File: config.mk
export PLATFORM = sky130hd
export DESIGN_NAME = rv32i_fetch_ctrl
export DESIGN_NICKNAME = d
export VERILOG_FILES = /design/src/rtl/rv32i_pkg.sv /design/src/rtl/rv32i_fetch_ctrl.sv
export SDC_FILE = /design/constraint.sdc
export NUM_CORES = 1
export LEC_CHECK = 0
export BUFFER_PORTS_ARGS = -buffer_cell sky130_fd_sc_hd__buf_2
export CORE_UTILIZATION = 25
export CTS_CLUSTER_DIAMETER = 60
export DETAILED_ROUTE_END_ITERATION = 12
export HOLD_SLACK_MARGIN = 0.03
export PLACE_DENSITY = 0.57
export SLEW_MARGIN = 40
export SYNTH_ARGS = -nofsm -noshare
export SYNTH_HDL_FRONTEND = slang
export SYNTH_SLANG_ARGS = --single-unit
File: constraint.sdc
create_clock -name clk -period 3.7 [get_ports clk]
set_input_delay 0.74 -clock clk [delete_from_list [all_inputs] [get_ports clk]]
set_output_delay 0.74 -clock clk [all_outputs]
set_load 0.01 [all_outputs]
File: src/rtl/rv32i_pkg.sv
// Shared rv32i definitions for the fetch sequencer: fetch state encoding,
// reset PC default, instruction alignment mask and small PC helpers.
package rv32i_pkg;

    typedef enum logic [2:0] {
        FETCH_IDLE = 3'd0,
        FETCH_REQ  = 3'd1,
        FETCH_WAIT = 3'd2,
        FETCH_HOLD = 3'd3,
        FETCH_HALT = 3'd4
    } fetch_state_e;

    localparam logic [31:0] RESET_PC_DEFAULT = 32'h0000_0000;
    localparam logic [31:0] IALIGN_MASK      = 32'hFFFF_FFFC;
    localparam logic [31:0] ILEN_BYTES       = 32'd4;

    function automatic logic is_misaligned(input logic [31:0] addr);
        return ((addr & ~IALIGN_MASK) != 32'd0);
    endfunction

    // Sequential successor; the 32-bit add wraps 0xFFFF_FFFC back to 0.
    function automatic logic [31:0] next_seq_pc(input logic [31:0] pc);
        return (pc + ILEN_BYTES) & IALIGN_MASK;
    endfunction

endpackage

File: src/rtl/rv32i_fetch_ctrl.sv
// Instruction-fetch sequencer: owns the PC, issues one outstanding imem
// request at a time, buffers the returned word for decode, applies redirects.
module rv32i_fetch_ctrl
    import rv32i_pkg::*;
#(
    parameter logic [31:0] RESET_PC = RESET_PC_DEFAULT
) (
    input  logic        clk,
    input  logic        rst,
    output logic        imem_req,
    output logic [31:0] imem_addr,
    input  logic        imem_gnt,
    input  logic        imem_rvalid,
    input  logic [31:0] imem_rdata,
    output logic        if_valid,
    output logic [31:0] if_instr,
    output logic [31:0] if_pc,
    input  logic        id_ready,
    input  logic        redirect,
    input  logic [31:0] redirect_pc,
    output logic        fetch_fault
);

    fetch_state_e state_q, state_d;
    logic [31:0]  pc_q, pc_d;
    logic [31:0]  instr_q, instr_d;
    logic [31:0]  ifpc_q, ifpc_d;
    logic         kill_q, kill_d;
    logic         fault_q, fault_d;
    logic         req_q, req_d;
    logic         valid_q, valid_d;
    logic         redirect_ok_s;
    logic         redirect_bad_s;

    // Next-state, PC and buffer update; redirects take priority over sequential fetch.
    always_comb begin
        state_d        = state_q;
        pc_d           = pc_q;
        instr_d        = instr_q;
        ifpc_d         = ifpc_q;
        kill_d         = kill_q;
        fault_d        = fault_q;
        redirect_ok_s  = redirect & ~is_misaligned(redirect_pc);
        redirect_bad_s = redirect & is_misaligned(redirect_pc);

        case (state_q)
            FETCH_IDLE: begin
                state_d = FETCH_REQ;
            end
            FETCH_REQ: begin
                if (redirect_bad_s) begin
                    fault_d = 1'b1;
                    state_d = FETCH_HALT;
                end else if (redirect_ok_s) begin
                    pc_d = redirect_pc;
                    if (imem_gnt) begin
                        // The granted request still targets the old PC: drop its response.
                        kill_d  = 1'b1;
                        state_d = FETCH_WAIT;
                    end else begin
                        state_d = FETCH_REQ;
                    end
                end else if (imem_gnt) begin
                    state_d = FETCH_WAIT;
                end else begin
                    state_d = FETCH_REQ;
                end
            end
            FETCH_WAIT: begin
                if (redirect_bad_s) begin
                    fault_d = 1'b1;
                    kill_d  = 1'b0;
                    state_d = FETCH_HALT;
                end else if (redirect_ok_s) begin
                    pc_d = redirect_pc;
                    if (imem_rvalid) begin
                        kill_d  = 1'b0;
                        state_d = FETCH_REQ;
                    end else begin
                        kill_d  = 1'b1;
                        state_d = FETCH_WAIT;
                    end
                end else if (imem_rvalid) begin
                    if (kill_q) begin
                        kill_d  = 1'b0;
                        state_d = FETCH_REQ;
                    end else begin
                        instr_d = imem_rdata;
                        ifpc_d  = pc_q;
                        pc_d    = next_seq_pc(pc_q);
                        state_d = FETCH_HOLD;
                    end
                end else begin
                    state_d = FETCH_WAIT;
                end
            end
            FETCH_HOLD: begin
                if (redirect_bad_s) begin
                    fault_d = 1'b1;
                    state_d = FETCH_HALT;
                end else if (redirect_ok_s) begin
                    pc_d    = redirect_pc;
                    state_d = FETCH_REQ;
                end else if (id_ready) begin
                    state_d = FETCH_REQ;
                end else begin
                    state_d = FETCH_HOLD;
                end
            end
            FETCH_HALT: begin
                state_d = FETCH_HALT;
            end
            default: begin
                state_d = FETCH_IDLE;
                kill_d  = 1'b0;
            end
        endcase

        req_d   = (state_d == FETCH_REQ);
        valid_d = (state_d == FETCH_HOLD);
    end

    // State, PC, buffer and output flops.
    always_ff @(posedge clk or posedge rst) begin
        if (rst) begin
            state_q <= FETCH_IDLE;
            pc_q    <= RESET_PC;
            instr_q <= 32'h0000_0000;
            ifpc_q  <= RESET_PC;
            kill_q  <= 1'b0;
            fault_q <= 1'b0;
            req_q   <= 1'b0;
            valid_q <= 1'b0;
        end else begin
            state_q <= state_d;
            pc_q    <= pc_d;
            instr_q <= instr_d;
            ifpc_q  <= ifpc_d;
            kill_q  <= kill_d;
            fault_q <= fault_d;
            req_q   <= req_d;
            valid_q <= valid_d;
        end
    end

    assign imem_req    = req_q;
    assign imem_addr   = pc_q;
    assign if_valid    = valid_q;
    assign if_instr    = instr_q;
    assign if_pc       = ifpc_q;
    assign fetch_fault = fault_q;

endmodule

==> results of run 1 <==
layout make-up:
cell class	instances	area [sq um]
Fill cell	2040	13000
Sequential cell	103	2580
Multi-Input combinational cell	308	2260
Timing Repair Buffer	176	901
Tap cell	265	332
Clock buffer	9	225
Clock inverter	7	119
Inverter	13	56.3
Antenna cell	2	5.00
logic make-up (layout without fill, tap and decap cells):
logic type	Yosys count	in the layout	synth area share, %
and+or+nand+nor	149	149	17.1
DFF	103	103	51.6
other	0	2	0
AOI/OAI and AO/OA	89	89	12.0
muxes	69	69	15.2
buffers and inverters	45	205	3.83
adders and majority gates	1	1	0.250
power breakdown:
group | leakage [uW] | switching [uW] | internal (uW) | total, uW
clock network | 0.000162 | 458 | 663 | 1120
logic | 0.00159 | 1200 | 943 | 2140
registers | 0.00128 | 448 | 1570 | 2020
total | 0.00304 | 2110 | 3180 | 5290
critical path: cells and delay by family (launching register included):
family        cells  cell delay [ns]
simple gates      4             1.39
flops             1             0.50
fa+ha+maj         1             0.26
stage by stage:
stage | setup slack [ns] | cell area (sq um) | power [uW] | instances
after detailed placement | 1.13 | 6120 | 4210 | 865
after global routing | 1.19 | 6470 | 5680 | 881
final | 1.44 | 6480 | 5290 | 883
after global placement | 0.945 | 6110 | 4170 | 865
after CTS | 1.43 | 6460 | 5350 | 881
after floorplan | 0.256 | 4990 | 3320 | 456
worst paths after layout:
check	to	cells after the start
min in group clk	fetch_fault	1
max in group asynchronous	if_instr[20]	3
worst min-delay path	if_instr[16]	2
worst max-delay path	imem_addr[28]	5
worst min register to register	fetch_fault	1
worst max register to register	imem_addr[28]	5
sequential cells by signal (all words and copies together), names as in the netlist:
register,count
fetch_fault,1
if_instr,32
if_pc,32
if_valid,1
imem_addr,32
imem_req,1
kill_q,1
state_q,3
synth_stat cells, drive strengths merged, types with 9 or more instances:
cell,instances
o21ai,13
buf,15
a21oi,21
mux2,56
nor4,16
inv,13
nand2,27
nand4,16
nand3,29
dfrtp,103
nor2,9
clkbuf,17
mux2i,13
nor3,14
per-layer routing:
metal  part of all wire [%]  global-route usage [%]  vias to the layer above
met5                      0                       0                        -
met1                     44                    19.7                     2076
li1                       -                       -                     2025
met4                    2.0                    6.55                        0
met3                    7.4                    3.47                       17
met2                     46                    22.3                      139
==> results_dict.tcl, run 1 <==
set metrics [dict create \
    ios 169 \
    critical_path_class "register to register" \
    r2r_slack_ns 1.44 \
    synth_fp_nets 527 \
    rsz0062_at_grt "false" \
    yosysWarningCount 0 \
    viasPerCell 4.82 \
    synth_top_area_share_pct 51.6 \
    nets 682 \
    slowest_delay_ns 0.65 \
    gp_congestion 0.826 \
    slew_viol_final 0 \
    power_density_nw_per_um2 816 \
    vdd_drop_max_uv 315 \
    yosysUniqueCellTypes 56 \
    start_util_pct 25.6 \
    synth-edff-count 0 \
    clock_path_buffers 2 \
    cts_buffers 9 \
    final_util_pct 33.2 \
    endpoint_kind "register" \
    numPortBuffers 168 \
    ant_nets 0 \
    cts_setup_buffers 0 \
    place_hpwl_um 10500 \
    ys_seq_area_share_pct 51.6 \
    tns_ns 0 \
    fin_crit_ns 2.26 \
    synthTopCellsByArea "dfrtp_1, mux2_2, nand3_1" \
    maxCapViolations 0 \
    cts_sinks 103 \
    grt_antenna_before_repair 1 \
    status "completed" \
    yosys.area.top_type "dfrtp_1" \
    worstMarginPinSlew_ns 0.684 \
    first_global_vias 4133 \
    crit_start "imem_addr[2]" \
    cp_slowest_cell "or4_1" \
    critPathRequiredTime_ns 3.94 \
    die_w_um 143 \
    final_cell_mix "buf_2, dfrtp_1, mux2_2" \
    holdWs_ns 0.454 \
    finalHoldViolations 0 \
    postSynthCellCount 456 \
    synth.cell_area_sq_um 4990 \
    worstSkewPairLatency_ns 0.36 \
    path_max_fanout 8 \
    placement_rows 51 \
    hold_buffers 0 \
    drive_above_1_share_pct 43.0 \
    wl_per_cell_um 16.7 \
    fin_crit_sh_pct 61.0 \
    vias 4257 \
    drt-initial-drc-count 244 \
    ys.flop_type "dfrtp_1" \
    grt.total_usage_pct 14.6 \
    core_sq_um 19500 \
    totalWireLength_um 14800 \
    area_delta_synth_final_pct 29.7 \
    cp_cell_sequence "ha_1, nand4_1, or4_1, nor4_1, and3b_1" \
    die_area_sq_um 20500 \
    cts_tree "yes" \
    path_clk_slew_ns 0.07 \
    post_cts_resized 0 \
    grt-ovfl-total 0 \
    mostFrequentLayoutCell "buf_2" \
    die_h_um 143 \
    dr.pass1.iters 4 \
    grt_max_degree 82 \
    hold_path.class "input pin to async pin" \
    reg2reg_from "imem_addr[2]" \
    timing.slew.headroom_pct 53.7 \
    leakagePower_uw 0.00304 \
    synth-seq-cells 103 \
    htree_levels 3 \
    timing.fmax_ghz 0.443 \
    finalSetupViolations 0 \
    startpoint_type "register" \
    grt_pass1_wl_um 22700 \
    syn_area_per_cell_sq_um 11.0 \
    finClkSkew_ns 0.00953 \
    cp.arrival_ns 2.50 \
    ys_async_sr_fraction_pct 100 \
    clock-root-buffer "clkbuf_16" \
    route.detailed.drc 0 \
]
Power figures use the tool's default switching activity.
==> inputs of run 2 (changes only) <==
Settings changed: ABC_AREA set to 1.
Clock period 3.7 ns to 2.1 ns, I/O delays scaled along.
==> results_dict.tcl, run 2 <==
set metrics [dict create \
    status "completed" \
    first_global_vias 4680 \
    p_clk_share_pct 17.6 \
    reg2reg_depth 10 \
    syn_area_per_cell_sq_um 8.11 \
    startpoint_type "register" \
    cts_sinks 103 \
    ios 169 \
    pwr-share-seq_pct 38.5 \
    crit_buf_inv 1 \
    worstSkewPairLatency_ns 0.35 \
    fin_crit_ns 1.87 \
    leakagePower_uw 0.00364 \
    final_cell_mix "nand2_1, buf_2, dfrtp_1" \
    synth-edff-count 0 \
    area_delta_synth_final_pct 29.1 \
    cts_tree "yes" \
    gp_congestion 0.895 \
    fin_crit_sh_pct 88.9 \
    grt_max_degree 39 \
    clock_path_buffers 2 \
    grtUsageMet1_pct 19.7 \
    grt.total_usage_pct 14.8 \
    grt-ovfl-total 0 \
    tns_ns 0 \
    clock-root-buffer "clkbuf_16" \
    cts_buffers 9 \
    synth_fp_nets 717 \
    wl_per_cell_um 14.0 \
    ys_top_cells_by_count "nand2_1, dfrtp_1, nor2_1, inv_1, o21ai_0" \
    cp_cell_sequence "ha_1, inv_1, nor2_1, nand2_1, nor2_1, nand2_1, nand2_1, nand3_1, nand2_1, nand2_1" \
    postSynthCellCount 646 \
    comb_power_share_pct 43.9 \
    mostFrequentLayoutCell "nand2_1" \
    synth_compound_area_share_pct 6.81 \
    placement_rows 52 \
    route.detailed.drc 0 \
    grt_antenna_before_repair 0 \
    muxShareOfSynthArea_pct 8.96 \
    hold_path.class "input pin to async pin" \
    slowest_delay_ns 0.43 \
    ys_async_sr_fraction_pct 100 \
    met3_usage_pct 3.17 \
    critical_path_class "register to register" \
    yosys.area.top_type "dfrtp_1" \
    drt-initial-drc-count 180 \
    cp_slowest_cell "dfrtp_1" \
    start_util_pct 25.7 \
    grt.busiest_layer "met2" \
    drive_above_1_share_pct 30.3 \
    ant_nets 0 \
    totalWireLength_um 15400 \
    vias 4702 \
    finalHoldViolations 0 \
    setup_slack_ns 0.232 \
    gr-usage-met2_pct 24.0 \
    synth_top_area_share_pct 49.2 \
    finalSetupViolations 0 \
    p_sw_share_pct 41.5 \
    synth_top_family_by_area "simple AND/OR/NAND/NOR gates" \
    antenna_cells 0 \
    ys_seq_area_share_pct 49.2 \
    worstReg2RegEnd "imem_addr[28]" \
    yosysUniqueCellTypes 30 \
    synth-seq-cells 103 \
    reg2reg_from "imem_addr[2]" \
    ys.flop_type "dfrtp_1" \
    worstMarginPinSlew_ns 0.449 \
    crit_top_cell "nand2_1" \
    nets 889 \
    p_int_uw 5400 \
    yosysWarningCount 0 \
    finClkSkew_ns 0.00758 \
    synth-simple-area-share_pct 27.2 \
    grt_pass1_wl_um 25000 \
    die_h_um 147 \
    vdd_drop_max_uv 471 \
    synth.most_common_cell "nand2_1" \
    die_area_sq_um 21500 \
    timing.fmax_ghz 0.535 \
    cts_setup_buffers 0 \
    htree_levels 3 \
    synth.cell_area_sq_um 5240 \
    dr.pass1.iters 4 \
    path_delay_family "simple AND/OR/NAND/NOR gates" \
    p_switching_uw 3830 \
    path_max_fanout 6 \
    core_sq_um 20400 \
    place_ws_ns 0.146 \
    synth-xor-area-share_pct 0.334 \
    endpoint_kind "register" \
    synthTopCellsByArea "dfrtp_1, nand2_1, nor2_1" \
    slew_viol_final 0 \
    maxCapViolations 0 \
    rsz0062_at_grt "false" \
    cp.arrival_ns 2.11 \
    die_w_um 147 \
    timing.slew.headroom_pct 70.0 \
    viasPerCell 4.30 \
    power_density_nw_per_um2 1370 \
    r2r_slack_ns 0.23 \
    critPathRequiredTime_ns 2.35 \
    synth-adder-area-share_pct 0.239 \
    path_clk_slew_ns 0.07 \
    numPortBuffers 168 \
    place_hpwl_um 11800 \
]
run 2: changes by cell type in the layout (fill, tap and decap cells not counted), moves of 8 or more:
| cell | change |
|---|---|
| nor2_1 | +75 |
| nor3_1 | -12 |
| mux2i_1 | -13 |
| nand4_1 | -15 |
| nand2_1 | +177 |
| nor4_1 | -14 |
| mux2_2 | -43 |
| nand3_1 | +16 |
| o21ai_0 | +40 |
| mux2_4 | +20 |
| a2bb2oi_1 | -8 |
| inv_1 | +50 |
| a21oi_1 | -10 |
run 2: cells by family after synthesis:
kind of cell,after synthesis
AOI/OAI and AO/OA,69
muxes,35
DFF,103
and+or+nand+nor,349
adders and majority gates,1
xor gates and xnor gates,2
buffers and inverters,87
run 2: worst reg2reg max path: cells and delay by family, from the launching register on:
kind                     cells  cell delay, ns
flip-flops                   1            0.43
adder cells (fa/ha/maj)      1            0.22
AND/OR/NAND/NOR              8            1.05
buffers and inverters        1            0.06
run 2: repair_timing:
| action | 4_1_cts | 5_1_grt |
|---|---|---|
| gates resized for setup | 0 | 3 |
| endpoints found under the setup margin | 0 | 10 |
| hold buffers | 0 | 0 |
run 2: final cells by class:
class | count | area, sq um
fillers | 2179 | 13600
clock inverters | 4 | 30.0
clock buffers | 12 | 256
multi-input cells | 456 | 2290
inverters | 65 | 250
well taps | 270 | 338
repair buffers | 183 | 1020
flip-flops and latches | 103 | 2580
run 2: worst max path at each step:
stage                  from  slack [ns]       endpoint  depth (start not counted)
6_report       imem_addr[2]        0.23  imem_addr[28]                         10
5_1_grt        imem_addr[2]        0.03  imem_addr[28]                         10
4_1_cts        imem_addr[2]        0.13  imem_addr[24]                         10
3_5_place_dp   imem_addr[2]        0.15  imem_addr[24]                         10
3_3_place_gp   imem_addr[2]        0.21  imem_addr[24]                         10
2_1_floorplan           rst        0.45    fetch_fault                          1
run 2: power by group through the flow:
stage	Combinational [uW]	Clock (uW)	Sequential (uW)
after floorplan	2100	0	3860
after global placement	4070	0	3560
after detailed placement	4100	0	3590
after CTS	4120	1690	3560
after global routing	4580	1750	3690
final	4050	1630	3550
run 2: routing by layer:
layer	wire (um)	vias to the layer above
met5	0	-
met4	257	0
met3	863	16
met2	6960	148
met1	7270	2159
li1	-	2379
run 2: stage by stage:
stage	instance area (sq um)	total power [uW]	instances	hold WS, ns	utilization, %
after global routing	6760	10000	1093	0.0935	33.2
final	6760	9230	1093	0.0725	33.2
after global placement	6470	7640	1077	0.449	31.8
after floorplan	5240	5970	646	0.501	-
after detailed placement	6470	7690	1077	0.445	31.8
after CTS	6760	9380	1093	0.0748	33.2
==> inputs of run 3 (changes only) <==
Clock period 2.1 ns to 2.2 ns, I/O delays scaled along.
==> results_dict.tcl, run 3 (synthesis gave the netlist of run 2 again) <==
set metrics [dict create \
    maxCapViolations 0 \
    p_int_uw 5330 \
    die_h_um 147 \
    rsz0062_at_grt "false" \
    gr-usage-met2_pct 23.3 \
    final_cell_mix "nand2_1, buf_2, dfrtp_1" \
    fin_crit_sh_pct 88.3 \
    comb_power_share_pct 42.9 \
    die_w_um 147 \
    mostFrequentLayoutCell "nand2_1" \
    slowest_delay_ns 0.43 \
    cp_cell_sequence "ha_1, inv_1, nor2_1, nand2_1, nor2_1, nand2_1, nand2_1, nand3_1, nand2_1, nand2_1" \
    power_density_nw_per_um2 1330 \
    p_clk_share_pct 19.2 \
    tns_ns 0 \
    reg2reg_depth 10 \
    path_clk_slew_ns 0.07 \
    place_hpwl_um 11600 \
    start_util_pct 25.7 \
    vias 4695 \
    path_max_fanout 6 \
    total_power_uw 8950 \
    nets 887 \
    status "completed" \
    cts_sinks 103 \
    dr.pass1.iters 5 \
    finClkSkew_ns 0.0125 \
    finalHoldViolations 0 \
    clock_path_buffers 2 \
    grt_antenna_before_repair 0 \
    totalWireLength_um 15400 \
    grt.busiest_layer "met2" \
    fin_crit_ns 1.94 \
    clock-root-buffer "clkbuf_16" \
    crit_buf_inv 1 \
    cts_tree "yes" \
    post_cts_resized 0 \
    slew_viol_final 0 \
    grtUsageMet1_pct 20.3 \
    grt_pass1_wl_um 24600 \
    reg2reg_from "imem_addr[2]" \
    drive_above_1_share_pct 29.9 \
    place_ws_ns 0.296 \
    endpoint_kind "register" \
    vdd_drop_max_uv 412 \
    drt-initial-drc-count 179 \
    ant_nets 0 \
    critPathRequiredTime_ns 2.44 \
    r2r_slack_ns 0.26 \
    cts_setup_buffers 0 \
    met3_usage_pct 3.20 \
    finalSetupViolations 0 \
    crit_top_cell "nand2_1" \
    setup_slack_ns 0.257 \
    viasPerCell 4.31 \
    worstSkewPairLatency_ns 0.35 \
    hold_buffers 0 \
    antenna_cells 0 \
    timing.fmax_ghz 0.515 \
    core_sq_um 20400 \
    route.detailed.drc 0 \
    first_global_vias 4551 \
    die_area_sq_um 21500 \
    grt_max_degree 51 \
    grt.total_usage_pct 14.7 \
    leakagePower_uw 0.00365 \
    numPortBuffers 168 \
    p_switching_uw 3620 \
    worstMarginPinSlew_ns 0.694 \
    wl_per_cell_um 14.1 \
    cp.arrival_ns 2.18 \
    hold_path.class "input pin to async pin" \
    htree_levels 3 \
    path_delay_family "simple AND/OR/NAND/NOR gates" \
    gp_congestion 0.885 \
    cts_buffers 9 \
    placement_rows 52 \
    cp_slowest_cell "dfrtp_1" \
    pwr-share-seq_pct 37.9 \
    p_sw_share_pct 40.5 \
    critical_path_class "register to register" \
    worstReg2RegEnd "imem_addr[24]" \
    ios 169 \
    timing.slew.headroom_pct 53.7 \
    crit_start "imem_addr[2]" \
    grt-ovfl-total 0 \
    startpoint_type "register" \
    area_delta_synth_final_pct 29.0 \
]
run 3: changes by cell type in the layout (fill, tap and decap cells not counted):
cell,previous run,this run
inv_4,1,0
clkbuf_8,2,1
clkinv_2,1,2
clkinvlp_4,2,1
inv_2,1,2
clkinv_4,2,0
buf_12,5,4
buf_4,10,9
nor2_1,83,84
bufinv_16,0,2
nor2_2,2,1
run 3: worst max path at each step:
stage	depth (start not counted)	to	slack, ns
2_1_floorplan	1	fetch_fault	0.53
3_3_place_gp	10	imem_addr[24]	0.30
3_5_place_dp	10	imem_addr[24]	0.30
4_1_cts	10	imem_addr[24]	0.27
5_1_grt	10	imem_addr[24]	0.01
6_report	10	imem_addr[24]	0.26
run 3: through the flow:
step,utilization [%],instances,hold slack [ns],instance area (sq um)
floorplan,-,646,0.501,5240
global placement,31.6,1075,0.448,6440
detailed placement,31.6,1075,0.450,6440
CTS,33.2,1090,0.206,6760
global route,33.2,1090,0.230,6760
finish,33.2,1090,0.208,6760
run 3: worst min-delay path, delay by kind of cell:
family / cells / cell delay [ns]
buffers and inverters: 3 / 0.52
run 3: layer usage:
metal / vias to the layer above / wire length, um / share of wire (%)
met5: - / 0 / 0
met4: 0 / 93 / 0.60
met1: 2162 / 7490 / 49
met2: 140 / 7090 / 46
li1: 2384 / - / -
met3: 9 / 723 / 4.7
run 3: area by class of cell:
class / instances / area (sq um)
fillers: 2184 / 13600
flip-flops and latches: 103 / 2580
multi-input cells: 456 / 2290
repair buffers: 181 / 988
well taps: 270 / 338
inverters: 65 / 248
clock buffers: 11 / 243
clock inverters: 4 / 70.1
run 3: power groups by stage:
stage / registers, uW / logic (uW) / clock network, uW
final: 3400 / 3840 / 1720
after global routing: 3530 / 4300 / 1870
after CTS: 3400 / 3900 / 1800
after detailed placement: 3430 / 3880 / 0
after global placement: 3400 / 3860 / 0
after floorplan: 3690 / 2010 / 0
